$ cat config.mk
export PLATFORM = sky130hd
export DESIGN_NAME = alu_vec_rom
export DESIGN_NICKNAME = d
export VERILOG_FILES = /design/src/rtl/alu_pkg.sv /design/src/rtl/alu_vec_rom.sv
export SDC_FILE = /design/constraint.sdc
export NUM_CORES = 1
export LEC_CHECK = 0
export BUFFER_PORTS_ARGS = -buffer_cell sky130_fd_sc_hd__buf_2
export CAP_MARGIN = 20
export CORE_UTILIZATION = 30
export DETAILED_ROUTE_END_ITERATION = 10
export PLACE_DENSITY_LB_ADDON = 0.1
export SYNTH_ARGS = -nofsm -noshare
export SYNTH_HDL_FRONTEND = slang
export SYNTH_SLANG_ARGS = --single-unit
$ cat constraint.sdc
create_clock -name vclk -period 16.2
set_clock_uncertainty 0.2 [all_clocks]
set_input_delay 4.05 -clock vclk [all_inputs]
set_output_delay 4.05 -clock vclk [all_outputs]
set_load 0.02 [all_outputs]
$ cat src/rtl/alu_pkg.sv
// Shared definitions for the ALU sequence checker: opcodes, FSM encoding,
// vector count and the reference result function used by the vector ROM.
package alu_pkg;

    localparam int VEC_COUNT = 8;

    localparam logic [2:0] OP_ADD  = 3'd0;
    localparam logic [2:0] OP_SUB  = 3'd1;
    localparam logic [2:0] OP_MUL  = 3'd2;
    localparam logic [2:0] OP_AND  = 3'd3;
    localparam logic [2:0] OP_OR   = 3'd4;
    localparam logic [2:0] OP_XOR  = 3'd5;
    localparam logic [2:0] OP_NAND = 3'd6;
    localparam logic [2:0] OP_NOTA = 3'd7;

    typedef enum logic [2:0] {
        ST_IDLE  = 3'd0,
        ST_DRIVE = 3'd1,
        ST_WAIT  = 3'd2,
        ST_CHECK = 3'd3,
        ST_DONE  = 3'd4
    } state_t;

    // 8-bit result from zero-extended 4-bit operands; logic ops keep the upper nibble clear
    function automatic logic [7:0] alu_expected(input logic [3:0] a,
                                                input logic [3:0] b,
                                                input logic [2:0] s);
        logic [7:0] ax;
        logic [7:0] bx;
        logic [7:0] r;
        ax = {4'h0, a};
        bx = {4'h0, b};
        case (s)
            OP_ADD:  r = ax + bx;
            OP_SUB:  r = ax - bx;
            OP_MUL:  r = ax * bx;
            OP_AND:  r = ax & bx;
            OP_OR:   r = ax | bx;
            OP_XOR:  r = ax ^ bx;
            OP_NAND: r = {4'h0, ~(a & b)};
            OP_NOTA: r = {4'h0, ~a};
            default: r = 8'h00;
        endcase
        return r;
    endfunction

endpackage

$ cat src/rtl/alu_vec_rom.sv
// Fixed table of eight test vectors for the ALU under test, with the
// expected result derived from the shared reference function.
module alu_vec_rom
    import alu_pkg::*;
(
    input  logic [2:0] idx,
    output logic [3:0] a,
    output logic [3:0] b,
    output logic [2:0] s,
    output logic [7:0] expected
);

    // Vector lookup; each vector exercises a distinct opcode
    always_comb begin
        a = 4'd0;
        b = 4'd0;
        s = OP_ADD;
        case (idx)
            3'd0: begin a = 4'd9;  b = 4'd3;  s = OP_ADD;  end
            3'd1: begin a = 4'd9;  b = 4'd11; s = OP_SUB;  end
            3'd2: begin a = 4'd9;  b = 4'd7;  s = OP_MUL;  end
            3'd3: begin a = 4'd13; b = 4'd11; s = OP_AND;  end
            3'd4: begin a = 4'd11; b = 4'd7;  s = OP_OR;   end
            3'd5: begin a = 4'd10; b = 4'd11; s = OP_XOR;  end
            3'd6: begin a = 4'd14; b = 4'd7;  s = OP_NAND; end
            3'd7: begin a = 4'd5;  b = 4'd11; s = OP_NOTA; end
            default: begin a = 4'd0; b = 4'd0; s = OP_ADD; end
        endcase
        expected = alu_expected(a, b, s);
    end

endmodule

* Word level (Yosys, flattened, before mapping)
Memory sizes are Yosys's and may differ from the RTL's.
Index checks and enable logic that the tools add are counted.
** Storage, ports and cells
- Register bits :: 0
- Latch bits :: 0
- Bits in writable memories :: 0
- Bits in read-only memories :: 72
- Output and inout bits :: 19
- Word-level logic and storage cells :: 19
- Memories :: 1
** Memories
- (no name shown) :: words 8, width 9, read ports 1, clocked after Yosys merged registers in 0, wr ports 0, line alu_vec_rom.sv:18 : case (idx)
** Operators by class
- $add $sub $neg :: 2
- $mul :: 1
- Div/mod/pow operators :: 0
- Magnitude comparators :: 0
- Equal/unequal tests :: 7
- Shift operators :: 0
- Mux-type cells :: 1
- Bitwise logic cells :: 6
- Reductions and logical operators :: 1
** Operators by type and width (number)
- 8-bit one-hot mux with 8 select lines :: 1
- 3-bit equality test (second input constant) :: 4
- 4-bit bitwise AND :: 2
- 4-bit by 4-bit multiplier with 8-bit output :: 1
- 4-bit inverter :: 2
- 3-bit by 2-bit equality test with 1-bit output (second input constant) :: 2
- 4-bit by 4-bit adder with 5-bit output :: 1
- 4-bit by 4-bit subtractor with 5-bit output :: 1
- 4-bit bitwise OR :: 1
- 4-bit XOR :: 1
- 3-bit by 1-bit equality test with 1-bit output (second input constant) :: 1
- 3-bit zero test :: 1

* Longest topological paths before layout
Gate-level depths: netlist of run 1.
An unclocked memory read counts as a cell.
- Word-level depth :: 4
- Mapped depth :: 16
- Gate-level depth less buffers :: 15

* Worst setup path before layout of run 1
Ideal clock, no wire load.
- Kind :: in2out
- Start :: input idx[0]
- End :: output expected[7]
- Data arrival time :: 7.120 ns
- Slack :: 4.830 ns
- Stages on the path :: 16
- Path through :: buf_6 -> inv_1 -> ha_1 -> or2b_4 -> nand2_1 -> inv_1 -> nor2_1 -> ha_1 -> inv_1 -> fa_1 -> inv_1 -> ha_1 -> nor2_1 -> o311ai_1 -> or4_1 -> nand3_1
** Between the ends
- Cells in the longest elaborated chain, start to end :: 3
** Ends and longest elaborated chain
- start: declaration :: line alu_vec_rom.sv:6 : input logic [2:0] idx,
- memory 8 x 9 bit *
- named net b[2] :: line alu_vec_rom.sv:8 : output logic [3:0] b,
- 4-bit by 4-bit multiplier with 8-bit output or 4-bit by 4-bit subtractor with 5-bit output (tied branches) :: line alu_pkg.sv:36, alu_pkg.sv:35
- 8-bit one-hot mux with 8 select lines * :: line alu_pkg.sv:33 : case (s)
- end: declaration :: line alu_vec_rom.sv:10 : output logic [7:0] expected
The timed path passes the listed nets; every way through them passes the cells marked *.

* Final worst setup path of run 1
- Start :: input idx[0]
- End :: output expected[7]
** Between the ends
- Cells in the longest elaborated chain, start to end :: 3
** Ends and longest elaborated chain
- memory 8 x 9 bit *
- 4-bit by 4-bit multiplier with 8-bit output, or another cell as far along :: line alu_pkg.sv:36 : OP_MUL: r = ax * bx;
- 8-bit one-hot mux with 8 select lines * :: line alu_pkg.sv:33
Every way passes the cells marked *; elsewhere a longest branch is shown, timed or not.

==> results of run 1 <==
through the flow:
stage / area (um^2) / util (%) / cells / power (mW)
after global placement: 997 / 35.0 / 163 / 0.0429
after floorplan: 932 / - / 122 / 0.0330
after CTS: 997 / 35.0 / 163 / 0.0423
after global routing: 997 / 35.0 / 163 / 0.0467
final: 997 / 35.0 / 163 / 0.0420
after detailed placement: 997 / 35.0 / 163 / 0.0422
critical path, cell delays in order:
cell and delay (ps):
buf_2 180, inv_1 190, ha_1 330, or2b_4 350, nand2_1 150, inv_1 100
nor2_1 110, ha_1 150, inv_1 50, fa_1 470, inv_1 60, ha_1 210
nor2_1 100, o311ai_1 130, or4_1 500, nand3_1 90, buf_2 160
worst max-delay path by stage:
| stage | to |
|---|---|
| 2_1_floorplan | expected[7] |
| 3_3_place_gp | expected[7] |
| 3_5_place_dp | expected[7] |
| 4_1_cts | expected[7] |
| 5_1_grt | expected[7] |
| 6_report | expected[7] |
power groups by stage:
stage                     logic, mW  registers (mW)  clock network, mW
after floorplan              0.0330               0                  0
after global placement       0.0429               0                  0
after detailed placement     0.0422               0                  0
after CTS                    0.0423               0                  0
after global routing         0.0467               0                  0
final                        0.0420               0                  0
layout make-up:
type / count / area (um^2) / share of cell area (%)
inverter: 15 / 56.3 / 5.65
multi-input combinational: 97 / 802 / 80.4
tap: 31 / 38.8 / 3.89
timing repair buffer: 20 / 100 / 10.0
synthesized netlist by cell type (all sizes together), types with 2 or more instances:
master	instances	area [um^2]
xnor2	3	26.3
nor3	2	10.0
a21oi	4	20.0
xor2	4	35.0
buf	10	73.8
a2bb2oi	2	17.5
o311ai	2	17.5
inv	15	56.3
nand2b	5	31.3
fa	3	60.1
nor2	7	26.3
nor2b	3	18.8
ha	24	300
nand3	2	10.0
nand2	12	45.0
o221ai	4	35.0
o21ai	5	28.8
logic make-up (layout without fill, tap and decap cells):
group	Yosys count	in the layout	synth area share (%)
AND/OR/NAND/NOR	35	35	18.9
adder cells (fa/ha/maj)	27	27	38.8
AO/OA/AOI/OAI	25	25	20.2
buffers and inverters	25	35	14.0
XOR/XNOR	7	7	6.60
other	1	2	0.404
multiplexers	1	1	1.08
metal layers:
layer  GRT usage, %  up-vias
li1               -      435
met1           19.6      389
met2           21.6       17
met3          0.223        2
met4              0        0
met5              0        -
layout by cell type, fill, tap and decap left out, types with 2 or more instances in the layout:
| cell | n |
|---|---|
| a21oi_1 | 4 |
| a2bb2oi_1 | 2 |
| buf_2 | 20 |
| conb_1 | 2 |
| fa_1 | 3 |
| ha_1 | 24 |
| inv_1 | 14 |
| nand2_1 | 12 |
| nand2b_1 | 5 |
| nand3_1 | 2 |
| nor2_1 | 7 |
| nor2b_1 | 3 |
| nor3_1 | 2 |
| o21ai_0 | 4 |
| o221ai_1 | 4 |
| xnor2_1 | 3 |
| xor2_1 | 4 |
==> summary.txt, run 1 <==
Yosys
  • Synthesized area: ~930 um^2
  • Syn Area/Cell: between 7 and 8 um^2
  • Seq/Total Area, Yosys: 0%
  • Synth Instances: between 100 and 150
  • Ys Warns: 0
  • Synth unique cells: 36

Critical path
  • Worst endpoint required time: between 10000 and 15000 ps
  • Crit. End Element: output pin
  • CP arrival: about 7400 ps
  • Critical path startpoint: idx[0]
  • Startpoint types: input port
  • Setup CP Type: input port to output pin
  • Crit-path max FO: 14

Layout
  • Number of fillers in the final layout: roughly 320
  • FF+latch area: 0 um^2
  • Clock buf count: 0
  • Nets: 164
  • FFs & Latches: 0
  • Fraction of layout cells with a size suffix above 1: approximately 18%
  • Area growth, synth to finish: 7.41%
  • Antenna diode instance count: 0

Timing
  • Max-slew violations: 0
  • Total negative slack: 0 ps
  • Fin worst setup slack: between 4000 and 5000 ps
  • Fin. Hold Viols: 0
  • Fmax: roughly 0.086 GHz
  • Fin crit share: a little under three quarters
  • Rel. slew slack: 61.5%
  • Final hold slack: between 8000 and 9000 ps
  • Min cycle time layout: approximately 12000 ps
  • RSZ-0062 raised after global routing: false
  • Worst-margin pin slew: about 560 ps
  • Final setup fails: 0

Drt
  • Final WL: 2160 um
  • Met3 Routed Length: ~55 um
  • Number of remaining DRC errors: 2
  • Top layer in use: met4
  • Via density: just over 5
  • DRT Pass-1 Iters: 7
  • Final ANT Viol Nets: 0
  • DRT iter0 DRCs: 29
  • Metal-1 WL: approximately 1100 um
  • DR vias: 843
  • Routed wl met2: between 1000 and 1500 um
  • WL per Instance: approximately 13 um

Power and ir drop
  • Pwr/cell area: ~42 nW/um^2
  • Switching Share: ~61%
  • Gate power share: 100.0%
  • Sw Pwr: 25.6 uW
  • Worst vdd ir: 0.0000136 V
  • Static Leak: approximately 0.54 nW
  • Clk pwr share: 0%
  • Share of power burned in registers: 0%
  • Cell internal pwr: between 15 and 20 uW

Global routing
  • Largest net degree at the start of global routing: 23
  • Initial antenna violation count: 0
  • Via count of the first global-routing pass: between 700 and 800
  • First-pass GRT wire length: about 3500 um
  • Gr usage total: 12.9%
  • Total grt overflow: 0

Hold path
  • Hold Path Origin: idx[1]
  • Worst hold path type: input port to output pin
  • Hold Path Cell Cnt: 2
  • WHS Endpoint: s[1]

Placement
  • Pre-CTS WS: about 4600 ps
  • Gpl congestion: 0.797
  • Detailed Place HPWL: ~1800 um
  • # port buffers: 20

Floorplanning
  • Die X-Extent: between 50 and 60 um
  • FP Rows: 19
  • Io pins: 22
  • Chip Height: just under 60 um
  • Die ar.: between 3000 and 4000 um^2
  • Starting density of the core: about 33%
  • Core area: ~2900 um^2

CTS
  • Post-CTS resize count: 0
  • Post-CTS setup buffers: 0
  • Post-CTS Hold Buffers: 0

Run
  • Max-Cap Viols: 0

Status
  • Violated checks: DRC
  • Status: complete, but fails checks
No activity file was read; power rests on OpenSTA's default activity.
==> inputs of run 2 (changes only) <==
clock period = 10.63 ns   (was 16.2 ns; I/O delays follow)
==> summary.txt, run 2 (synthesis gave the netlist of run 1 again) <==
Drt
  • DRT Pass-1 Iters: 7
  • DR vias: 864
  • Number of remaining DRC errors: 2
  • Final WL: 2370 um
  • WL per Instance: 14.5 um
  • Final ANT Viol Nets: 0
  • DRT iter0 DRCs: 25
  • Via density: ~5.3

Layout
  • Area growth, synth to finish: 7.41%
  • Most common cell after layout, fill and taps aside: ha_1
  • Finished Cell Area: 997 um^2
  • Number of fillers in the final layout: about 320
  • Nets: 164
  • Antenna diode instance count: 0
  • Fraction of layout cells with a size suffix above 1: about 18%
  • FFs & Latches: 0
  • Clock buf count: 0
  • Commonest non-fill, non-tap cells in the layout: ha_1, buf_2, inv_1
  • Footprint of the multi-input gates: 802 um^2
  • FF+latch area: 0 um^2

Timing
  • RSZ-0062 raised after global routing: false
  • Worst-margin pin slew: between 500 and 600 ps
  • Total negative slack: 0 ps
  • Rel. slew slack: 58.9%
  • Fin. Hold Viols: 0
  • Fin crit share: a little over four fifths
  • Max-slew violations: 0
  • Fmax: ~0.11 GHz
  • Final setup fails: 0
  • Min cycle time layout: slightly below 9000 ps

Status
  • Violated checks: DRC
  • Status: complete, but fails checks

Global routing
  • Via count of the first global-routing pass: roughly 760
  • First-pass GRT wire length: about 3800 um
  • Total grt overflow: 0
  • Initial antenna violation count: 0
  • Largest net degree at the start of global routing: 23
  • Gr usage total: between 10 and 15%

Floorplanning
  • Core area: approximately 2900 um^2
  • Die X-Extent: 57.6 um
  • Die ar.: around 3300 um^2
  • Chip Height: 57.6 um
  • Io pins: 22
  • FP Rows: 19
  • Starting density of the core: between 30% and 40%

Power and ir drop
  • Worst vdd ir: between 0.00002 and 0.00003 V
  • Static Leak: approximately 0.54 nW
  • Pwr/cell area: ~65 nW/um^2

Critical path
  • CP arrival: between 6000 and 7000 ps
  • Startpoint types: input port
  • Setup CP Type: input port to output pin
  • Crit-path max FO: 14
  • Crit. End Element: output pin
  • Worst endpoint required time: between 7000 and 8000 ps

Placement
  • # port buffers: 20
  • Gpl congestion: ~0.76
  • Placed Area: 997 um^2
  • Detailed Place HPWL: approximately 1900 um

Hold path
  • Hold Path Origin: idx[1]
  • Worst hold path type: input port to output pin
  • Hold Path Cell Cnt: 2
  • WHS Endpoint: s[1]

Run
  • Max-Cap Viols: 0

CTS
  • Post-CTS setup buffers: 0
  • Post-CTS resize count: 0
  • Post-CTS Hold Buffers: 0
[run 2: how the worst max path moves through the flow]
| stage | startpoint | endpoint | slack [ps] | depth (start not counted) |
|---|---|---|---|---|
| after floorplan | idx[0] | expected[7] | 2040 | 16 |
| after global placement | idx[0] | expected[7] | 1740 | 15 |
| after detailed placement | idx[0] | expected[7] | 1720 | 17 |
| after CTS | idx[0] | expected[7] | 1730 | 17 |
| after global routing | idx[0] | expected[7] | 1480 | 17 |
| final | idx[0] | expected[7] | 1730 | 17 |
[run 2: worst max-delay path: stages]
cell      delay, ps
buf_2           190
inv_1           220
ha_1            360
or2b_4          350
nand2_1         140
inv_1           100
nor2_1          100
ha_1            150
inv_1            50
fa_1            470
inv_1            70
ha_1            210
nor2_1          100
o311ai_1        130
or4_1           500
nand3_1          90
buf_2           160
[run 2: through the flow]
step	std cells	total power [mW]	hold WS (ps)	util, %	setup WS, ps
finish	163	0.0646	5430	35.0	1730
global route	163	0.0724	5450	35.0	1480
CTS	163	0.0650	5430	35.0	1730
detailed placement	163	0.0646	5430	35.0	1720
global placement	163	0.0659	5440	35.0	1740
floorplan	122	0.0502	5230	-	2040
[run 2: metal layers]
| layer | vias to the layer above | track usage [%] | share of wire, % | wire length [um] |
|---|---|---|---|---|
| li1 | 434 | - | - | - |
| met1 | 409 | 22.3 | 50 | 1170 |
| met2 | 21 | 24.8 | 48 | 1130 |
| met3 | 0 | 0 | 2.6 | 61 |
| met4 | 0 | 0.348 | 0 | 0 |
| met5 | - | 0 | 0 | 0 |
[run 2: layout make-up]
cell class | instances | area share, %
Tap cell | 31 | 3.89
Inverter | 15 | 5.65
Multi-Input combinational cell | 97 | 80.4
Timing Repair Buffer | 20 | 10.0
[run 2: report_power, final]
part	internal [mW]	total (mW)	switching (mW)	leakage (nW)
logic	0.0250	0.0646	0.0395	0.539
registers	0	0	0	0
clock network	0	0	0	0
==> inputs of run 3 (changes only) <==
clock period = 9.3 ns   (was 10.63 ns; I/O delays follow)
==> summary.txt, run 3 (synthesis gave the netlist of run 1 again) <==
Status
  • Status: complete, but fails checks
  • Violated checks: DRC

CTS
  • Post-CTS setup buffers: 0
  • Post-CTS resize count: 0
  • Post-CTS Hold Buffers: 0

Placement
  • # port buffers: 20
  • Gpl congestion: 0.765
  • Placed cells: around 160
  • Detailed Place HPWL: 1920 um

Power and ir drop
  • Clk pwr share: 0%
  • Cell internal pwr: ~29 uW
  • Share of power burned in registers: 0%
  • Static Leak: around 0.54 nW
  • Switching Share: between 60% and 70%
  • Worst vdd ir: roughly 0.000032 V
  • Sw Pwr: 44.9 uW
  • Gate power share: 100.0%
  • Pwr/cell area: roughly 74 nW/um^2

Critical path
  • Setup CP Type: input port to output pin
  • Startpoint types: input port
  • Max incr delay on CP: ~500 ps
  • Worst endpoint required time: 6780 ps
  • Cell family with most CP delay: simple AND/OR/NAND/NOR gates
  • CP cell instances: buf_2 -> inv_1 -> ha_1 -> or2b_4 -> nand2_1 -> inv_1 -> nor2_1 -> ha_1 -> inv_1 -> fa_1 -> inv_1 -> ha_1 -> nor2_1 -> o311ai_1 -> or4_1 -> nand3_1 -> buf_2
  • Crit-path most repeated cell: inv_1
  • Worst path buffer plus inverter count: 6
  • Crit-path max FO: 14
  • Crit. path cell count: 17
  • Crit. End Element: output pin
  • Slowest stage cell, crit path: or4_1
  • CP arrival: approximately 5700 ps

Timing
  • Min cycle time layout: approximately 8300 ps
  • Fmax: around 0.12 GHz
  • Rel. slew slack: 63.7%
  • Fin crit share: about nine tenths
  • Max-slew violations: 0
  • RSZ-0062 raised after global routing: false
  • Fin. Hold Viols: 0
  • Final setup fails: 0
  • Total negative slack: 0 ps
  • Worst-margin pin slew: 529 ps

Drt
  • Number of remaining DRC errors: 2
  • DRT iter0 DRCs: 36
  • Final ANT Viol Nets: 0
  • WL per Instance: between 10 and 15 um
  • Final WL: 2350 um
  • Via density: roughly 5.2
  • DRT Pass-1 Iters: 7
  • DR vias: 851

Layout
  • Number of fillers in the final layout: 316
  • Most common cell after layout, fill and taps aside: ha_1
  • Cell Count, Final, Fillers Out: between 150 and 200
  • FFs & Latches: 0
  • Area growth, synth to finish: 7.41%
  • Nets: between 150 and 200
  • Antenna diode instance count: 0
  • Clock buf count: 0
  • Commonest non-fill, non-tap cells in the layout: ha_1, buf_2, inv_1
  • FF+latch area: 0 um^2
  • Post-layout util: 35.0%
  • Fraction of layout cells with a size suffix above 1: 18.2%

Global routing
  • Initial antenna violation count: 0
  • Gr usage total: ~14%
  • M3 GR Usage: 0%
  • Largest net degree at the start of global routing: 23
  • GR peak layer: met2
  • Routing usage on met1: between 20% and 30%
  • Total grt overflow: 0
  • Global Route met2 Usage: ~25%
  • Via count of the first global-routing pass: approximately 770
  • First-pass GRT wire length: roughly 3800 um

Hold path
  • Worst hold path type: input port to output pin
  • Hold Path Cell Cnt: 2

Floorplanning
  • Starting density of the core: 32.5%
  • Chip Height: 57.6 um
  • Die X-Extent: 57.6 um
  • FP Rows: 19
  • Io pins: 22
  • Die ar.: roughly 3300 um^2
  • Core area: ~2900 um^2

Run
  • Max-Cap Viols: 0
## run 3: cell counts in the layout (fill, tap and decap cells not counted)
Identical to the previous run, type by type.
## run 3: final cells by class
class	instances	area (um^2)	share of cell area, %
tap	31	38.8	3.89
multi-input combinational	97	802	80.4
timing repair buffer	20	100	10.0
inverter	15	56.3	5.65
## run 3: path summary, 6_finish.rpt
check | slack, ps | to | startpoint
max | 1040 | expected[7] | idx[0]
min | 4780 | s[1] | idx[1]
## run 3: per-layer routing
metal | share of wire (%) | vias up
met1 | 49 | 395
met2 | 47 | 22
li1 | - | 434
met4 | 0 | 0
met3 | 4.0 | 0
met5 | 0 | -
## run 3: power groups by stage
| stage | clock network, mW | registers [mW] | logic [mW] |
|---|---|---|---|
| after detailed placement | 0 | 0 | 0.0737 |
| after global routing | 0 | 0 | 0.0826 |
| after floorplan | 0 | 0 | 0.0574 |
| final | 0 | 0 | 0.0735 |
| after CTS | 0 | 0 | 0.0741 |
| after global placement | 0 | 0 | 0.0741 |
## run 3: per-stage QoR
step                      total power [mW]  instance area (um^2)  hold slack [ps]  worst slack (ps)
after CTS                           0.0741                   997             4780              1030
final                               0.0735                   997             4780              1040
after global placement              0.0741                   997             4770              1080
after detailed placement            0.0737                   997             4780              1020
after floorplan                     0.0574                   932             4560              1380
after global routing                0.0826                   997             4790               821
